**config.mk**
```make
export PLATFORM = sky130hd
export DESIGN_NAME = uart_rx_fifo
export DESIGN_NICKNAME = d
export VERILOG_FILES = /design/src/rtl/uart_rx_fifo.sv
export SDC_FILE = /design/constraint.sdc
export NUM_CORES = 1
export LEC_CHECK = 0
export BUFFER_PORTS_ARGS = -buffer_cell sky130_fd_sc_hd__buf_2
export CAP_MARGIN = 20
export CORE_ASPECT_RATIO = 1.75
export CORE_MARGIN = 2
export CORE_UTILIZATION = 40
export CTS_BUF_LIST = sky130_fd_sc_hd__clkbuf_4 sky130_fd_sc_hd__clkbuf_8 sky130_fd_sc_hd__clkbuf_16
export DETAILED_ROUTE_END_ITERATION = 10
export GPL_ROUTABILITY_DRIVEN = 0
export PLACE_DENSITY = 0.57
export SLEW_MARGIN = 20
export SYNTH_ARGS = -nofsm -noshare
export SYNTH_HDL_FRONTEND = slang
export SYNTH_SLANG_ARGS = --single-unit
```
**constraint.sdc**
```tcl
create_clock -name clk -period 7.2 [get_ports clk]
set_input_delay 1.08 -clock clk [delete_from_list [all_inputs] [get_ports clk]]
set_output_delay 1.08 -clock clk [all_outputs]
set_load 0.02 [all_outputs]
```
**src/rtl/uart_rx_fifo.sv**
```systemverilog
// Parametrised UART receiver with majority-vote mid-bit sampling, per-character
// frame/parity error tags and a first-word fall-through RX FIFO with overrun flag.
module uart_rx_fifo #(
  parameter int CLKS_PER_BIT = 104,
  parameter int DATA_BITS    = 8,
  parameter int PARITY       = 0,
  parameter int STOP_BITS    = 1,
  parameter int FIFO_DEPTH   = 16
) (
  input  logic                              clk,
  input  logic                              rst_n,
  input  logic                              rx,
  input  logic                              rd_en,
  output logic [DATA_BITS-1:0]              data,
  output logic                              frame_err,
  output logic                              parity_err,
  output logic                              empty,
  output logic                              full,
  output logic [$clog2(FIFO_DEPTH+1)-1:0]   count,
  output logic                              overrun,
  input  logic                              ovr_clr,
  output logic                              busy
);

  localparam int CW = $clog2(CLKS_PER_BIT);
  localparam int AW = $clog2(FIFO_DEPTH);
  localparam int EW = DATA_BITS + 2;
  localparam logic [CW-1:0] MID      = CW'(CLKS_PER_BIT / 2);
  localparam logic [CW-1:0] CNT_LAST = CW'(CLKS_PER_BIT - 1);

  typedef enum logic [2:0] {S_IDLE, S_START, S_DATA, S_PARITY, S_STOP} state_t;

  state_t                 state_q, state_d;
  logic                   rx_meta_q, rxs_q, rxs_prev_q;
  logic [CW-1:0]          cnt_q, cnt_d;
  logic [1:0]             samp_q, samp_d;
  logic [3:0]             bit_q, bit_d;
  logic                   stop_q, stop_d;
  logic [DATA_BITS-1:0]   sh_q, sh_d;
  logic                   fe_q, fe_d, pe_q, pe_d;
  logic                   wr_pend_q, wr_pend_d;
  logic [AW:0]            wr_ptr_q, wr_ptr_d, rd_ptr_q, rd_ptr_d, fill;
  logic                   overrun_q, overrun_d;
  logic                   vote_pt, voted, do_wr, do_rd;
  logic [EW-1:0]          mem [FIFO_DEPTH];
  logic [EW-1:0]          head;

  assign vote_pt = (cnt_q == MID + CW'(1));
  assign voted   = (samp_q[1] & samp_q[0]) | (samp_q[1] & rxs_q) | (samp_q[0] & rxs_q);

  // NOTE: every variable gets a default before the case so no path leaves one unassigned (no latches).
  always_comb begin
    state_d   = state_q;
    cnt_d     = (cnt_q == CNT_LAST) ? '0 : cnt_q + CW'(1);
    samp_d    = samp_q;
    bit_d     = bit_q;
    stop_d    = stop_q;
    sh_d      = sh_q;
    fe_d      = fe_q;
    pe_d      = pe_q;
    wr_pend_d = 1'b0;
    if (cnt_q == MID - CW'(1)) samp_d[1] = rxs_q;
    if (cnt_q == MID)          samp_d[0] = rxs_q;

    case (state_q)
      S_IDLE: begin
        cnt_d = '0;
        if (rxs_prev_q && !rxs_q) begin
          state_d = S_START;
          fe_d    = 1'b0;
          pe_d    = 1'b0;
          bit_d   = '0;
          stop_d  = 1'b0;
        end
      end
      S_START: begin
        // Counter was zeroed at the falling edge, so later votes already sit at bit centres.
        if (vote_pt) state_d = voted ? S_IDLE : S_DATA;
      end
      S_DATA: begin
        if (vote_pt) begin
          sh_d = {voted, sh_q[DATA_BITS-1:1]};
          if (bit_q == 4'(DATA_BITS - 1)) state_d = (PARITY != 0) ? S_PARITY : S_STOP;
          else                            bit_d   = bit_q + 4'd1;
        end
      end
      S_PARITY: begin
        if (vote_pt) begin
          pe_d    = ((^sh_q) ^ voted) != (PARITY == 1);
          state_d = S_STOP;
        end
      end
      S_STOP: begin
        if (vote_pt) begin
          if (!voted) fe_d = 1'b1;
          if (stop_q == 1'(STOP_BITS - 1)) begin
            wr_pend_d = 1'b1;
            state_d   = S_IDLE;
          end else begin
            stop_d = 1'b1;
          end
        end
      end
      default: state_d = S_IDLE;
    endcase
  end

  assign fill  = wr_ptr_q - rd_ptr_q;
  assign empty = (wr_ptr_q == rd_ptr_q);
  assign full  = (fill == (AW+1)'(FIFO_DEPTH));
  assign do_rd = rd_en && !empty;
  assign do_wr = wr_pend_q && (!full || do_rd);

  always_comb begin
    wr_ptr_d  = do_wr ? wr_ptr_q + (AW+1)'(1) : wr_ptr_q;
    rd_ptr_d  = do_rd ? rd_ptr_q + (AW+1)'(1) : rd_ptr_q;
    overrun_d = ovr_clr ? 1'b0 : overrun_q;
    if (wr_pend_q && full && !do_rd) overrun_d = 1'b1;
  end

  // NOTE: all state updates use non-blocking assignments so every flop samples pre-edge values.
  always_ff @(posedge clk) begin
    if (!rst_n) begin
      state_q    <= S_IDLE;
      rx_meta_q  <= 1'b1;
      rxs_q      <= 1'b1;
      rxs_prev_q <= 1'b1;
      cnt_q      <= '0;
      samp_q     <= '0;
      bit_q      <= '0;
      stop_q     <= 1'b0;
      sh_q       <= '0;
      fe_q       <= 1'b0;
      pe_q       <= 1'b0;
      wr_pend_q  <= 1'b0;
      wr_ptr_q   <= '0;
      rd_ptr_q   <= '0;
      overrun_q  <= 1'b0;
    end else begin
      state_q    <= state_d;
      rx_meta_q  <= rx;
      rxs_q      <= rx_meta_q;
      rxs_prev_q <= rxs_q;
      cnt_q      <= cnt_d;
      samp_q     <= samp_d;
      bit_q      <= bit_d;
      stop_q     <= stop_d;
      sh_q       <= sh_d;
      fe_q       <= fe_d;
      pe_q       <= pe_d;
      wr_pend_q  <= wr_pend_d;
      wr_ptr_q   <= wr_ptr_d;
      rd_ptr_q   <= rd_ptr_d;
      overrun_q  <= overrun_d;
    end
  end

  // NOTE: storage is not reset; the pointers define validity and outputs are masked while empty.
  always_ff @(posedge clk) begin
    if (do_wr) mem[wr_ptr_q[AW-1:0]] <= {sh_q, fe_q, pe_q};
  end

  assign head       = mem[rd_ptr_q[AW-1:0]];
  assign data       = empty ? '0 : head[EW-1:2];
  assign frame_err  = !empty && head[1];
  assign parity_err = !empty && head[0];
  assign count      = fill;
  assign overrun    = overrun_q;
  assign busy       = (state_q != S_IDLE);

endmodule

```
==> results.sh <==
export IMPL_critical_path_class="register to primary output"
export IMPL_p_comb_share_pct=3.0
export IMPL_synth_simple_gate_area_share_pct=8.586
export IMPL_post_route_period_util_pct=55.47
export IMPL_clkLatencyLatePin_ps=480
export IMPL_postSynthCellCount=498
export IMPL_grt_pass1_vias=4600
export IMPL_synthXorXnorAreaFrac_pct=1.667
export IMPL_clk_pin_slew_ps=60
export IMPL_tightest_slew_ps=1101
export IMPL_clock_skew_ps=8.895
export IMPL_rsz0062_at_grt="no"
export IMPL_design_core_area_mm2=0.02076
export IMPL_path_buf_inv=2
export IMPL_utilization_pct=45.49
export IMPL_clockBufferDepth=3
export IMPL_fin_area_mm2=0.009442
export IMPL_via_per_inst=5.479
export IMPL_syn2layout_area_growth_pct=12.29
export IMPL_whs_path_depth=1
export IMPL_ant_nets=0
export IMPL_ctsResizeCount=0
export IMPL_die_area_mm2=0.02224
export IMPL_cts_sinks=205
export IMPL_die_w_um=113.6
export IMPL_drv_slew=0
export IMPL_fillers=1767
export IMPL_drive_gt1_share_pct=21.50
export IMPL_post_cts_buffers=0
export IMPL_syn_nets=517
export IMPL_total_power_mw=2.416
export IMPL_outcome="complete, no violations"
export IMPL_antenna_found_initial=0
export IMPL_grt_usage_pct=16.17
export IMPL_hp_class="register to register"
export IMPL_cts_buffers=19
export IMPL_p_clk_share_pct=44.2
export IMPL_synth_edf_count=160
export IMPL_syn_area_per_cell_um2=16.88
export IMPL_cp_slowest_stage_delay_ps=610
export IMPL_finalHoldViolCount=0
export IMPL_cp_max_fo=40
export IMPL_max_freq_mhz=250.4
export IMPL_endpoint_kind="primary output"
export IMPL_rrSetupSlack_ps=3960
export IMPL_synth_compound_area_share_pct=2.589
export IMPL_avgRoutedWirePerCell_um=22.05
export IMPL_num_io_pins=24
export IMPL_vdd_drop_max_mv=0.1847
export IMPL_grt_use_met3_pct=1.884
export IMPL_cp_start_kind="register"
export IMPL_cts_hold_fix_buffers=0
export IMPL_mostFrequentLayoutCells="edfxtp_1, mux4_2, dfxtp_1"
export IMPL_grtUsageMet2_pct=30.85
export IMPL_p_leak_nw=3.086
export IMPL_r2r_end="mem[6][2]"
export IMPL_busiest_layer="met2"
export IMPL_slew_headroom_pct=26.58
export IMPL_async_flop_share_pct=0
export IMPL_whs_ps=408.0
export IMPL_min_period_ps=3994
export IMPL_yosys_warnings=0
export IMPL_ys_seq_elements=205
export IMPL_min_from="rx_meta_q"
export IMPL_drtPass1Iterations=4
export IMPL_r2r_cells=9
export IMPL_synth_top_family_by_area="multiplexers"
export IMPL_cts_root_buf="clkbuf_16"
export IMPL_drv_cap=0
export IMPL_place_hpwl_um=11130
export IMPL_overflow=0
export IMPL_p_seq_share_pct=52.8
export IMPL_via_count=4312
export IMPL_portBuffers=23
export IMPL_final_common_cell="edfxtp_1"
export IMPL_crit_path_top_delay_cell="buf_4"
export IMPL_grt_pass1_wl_um=26970
export IMPL_ys_types=45
export IMPL_p_int_mw=1.944
export IMPL_cpMostUsedCell="mux4_2"
export IMPL_antenna_cells=0
export IMPL_power_share_switching_pct=19.55
export IMPL_crit_chain="buf_4, mux4_2, mux4_2, nor2b_1, buf_2"
export IMPL_synth_area_mux_share_pct=15.42
export IMPL_die_y_um=195.8
export IMPL_fin_nets=543
export IMPL_detailed_place_area_mm2=0.008778
export IMPL_first_iter_violations=255
export IMPL_drt_wl_total_um=17350
export IMPL_htreeDepth=1
export IMPL_setup_viol=0
export IMPL_crit_arrival_ps=2910
export IMPL_synth_ff_type="edfxtp_1"
export IMPL_crit_family="multiplexers"
export IMPL_globalRouteMet1Util_pct=18.79
export IMPL_drc_errors=0
export IMPL_rows=70
export IMPL_p_switching_mw=0.4725
export IMPL_start_util_pct=40.51
export IMPL_cts_tree="yes"
export IMPL_grt_max_degree=41
export IMPL_holdPathEnd="rxs_q"
export IMPL_synth_adder_area_share_pct=2.292
export IMPL_rr_startpoint="wr_ptr_q[0]"
export IMPL_syn_area_mm2=0.008408
export IMPL_power_density_mw_per_mm2=255.9
export IMPL_crit_required_ps=6120
export IMPL_ys_seq_area_share_pct=67.86
export IMPL_tns_ps=0
==> sequential cells by signal, indices dropped and copies added, names as in the netlist, 2 cells and up, named ones only <==
register,count
bit_q,4
cnt_q,7
mem,160
rd_ptr_q,5
samp_q,2
sh_q,8
state_q,3
wr_ptr_q,5
==> layer usage <==
| metal | vias up | part of all wire (%) |
|---|---|---|
| li1 | 1986 | - |
| met1 | 2200 | 37 |
| met2 | 97 | 56 |
| met3 | 29 | 4.0 |
| met4 | 0 | 2.2 |
| met5 | - | 0 |
==> power groups by stage <==
stage	clock network, mW	registers, mW	logic, mW
2_1_floorplan	0	1.30	0.0575
3_3_place_gp	0	1.30	0.0715
3_5_place_dp	0	1.30	0.0742
4_1_cts	1.09	1.28	0.0744
5_1_grt	1.13	1.28	0.0830
6_report	1.07	1.28	0.0733
==> synth_stat cells (all sizes together), types with 2 or more instances <==
library cell,number,area share [%]
a21o,2,0.18
or3,6,0.51
nand4,4,0.30
xor2,7,0.73
nand4b,2,0.21
a21oi,15,0.89
and2,5,0.37
xnor2,9,0.94
mux4,50,13
and3b,2,0.21
nand2b,9,0.67
and3,3,0.22
clkbuf,14,0.62
nor3,2,0.18
and4,12,1.2
or3b,2,0.21
nor2,34,1.5
o31ai,2,0.18
ha,13,1.9
nand2,16,0.74
mux2i,17,2.0
inv,13,0.58
o21ai,9,0.54
dfxtp,45,11
nor4b,2,0.21
nor2b,13,0.97
nand3,10,0.60
or4,2,0.18
nand3b,2,0.18
edfxtp,160,57
buf,6,0.34
==> final cells by class <==
cell class	instances	area, µm²	area share, %
tap	252	315.3	3.340
timing repair buffer	25	130.1	1.378
sequential	205	5708	60.46
clock inverter	8	143.9	1.524
clock buffer	24	519.2	5.500
multi-input combinational	259	2572	27.25
inverter	14	52.55	0.5566
==> through the flow <==
stage          setup slack (ps)  instances
6_report                   3206        787
3_5_place_dp               3629        755
3_3_place_gp               3622        755
5_1_grt                    3025        787
4_1_cts                    3128        787
2_1_floorplan              3981        498
==> worst max path at each step <==
stage                  to  cells past startpoint
2_1_floorplan        full                      6
3_3_place_gp   parity_err                      5
3_5_place_dp      data[7]                      5
4_1_cts        parity_err                      5
5_1_grt              full                      8
6_report       parity_err                      5
==> cells by family (layout without fill, tap and decap cells) <==
kind of cell	Yosys count	after routing
DFF	205	205
and+or+nand+nor	127	127
muxes	67	67
AOI/OAI and AO/OA	34	34
buffers and inverters	34	71
xor gates and xnor gates	16	16
adders and majority gates	15	15
(Power assumes the default switching activity.)
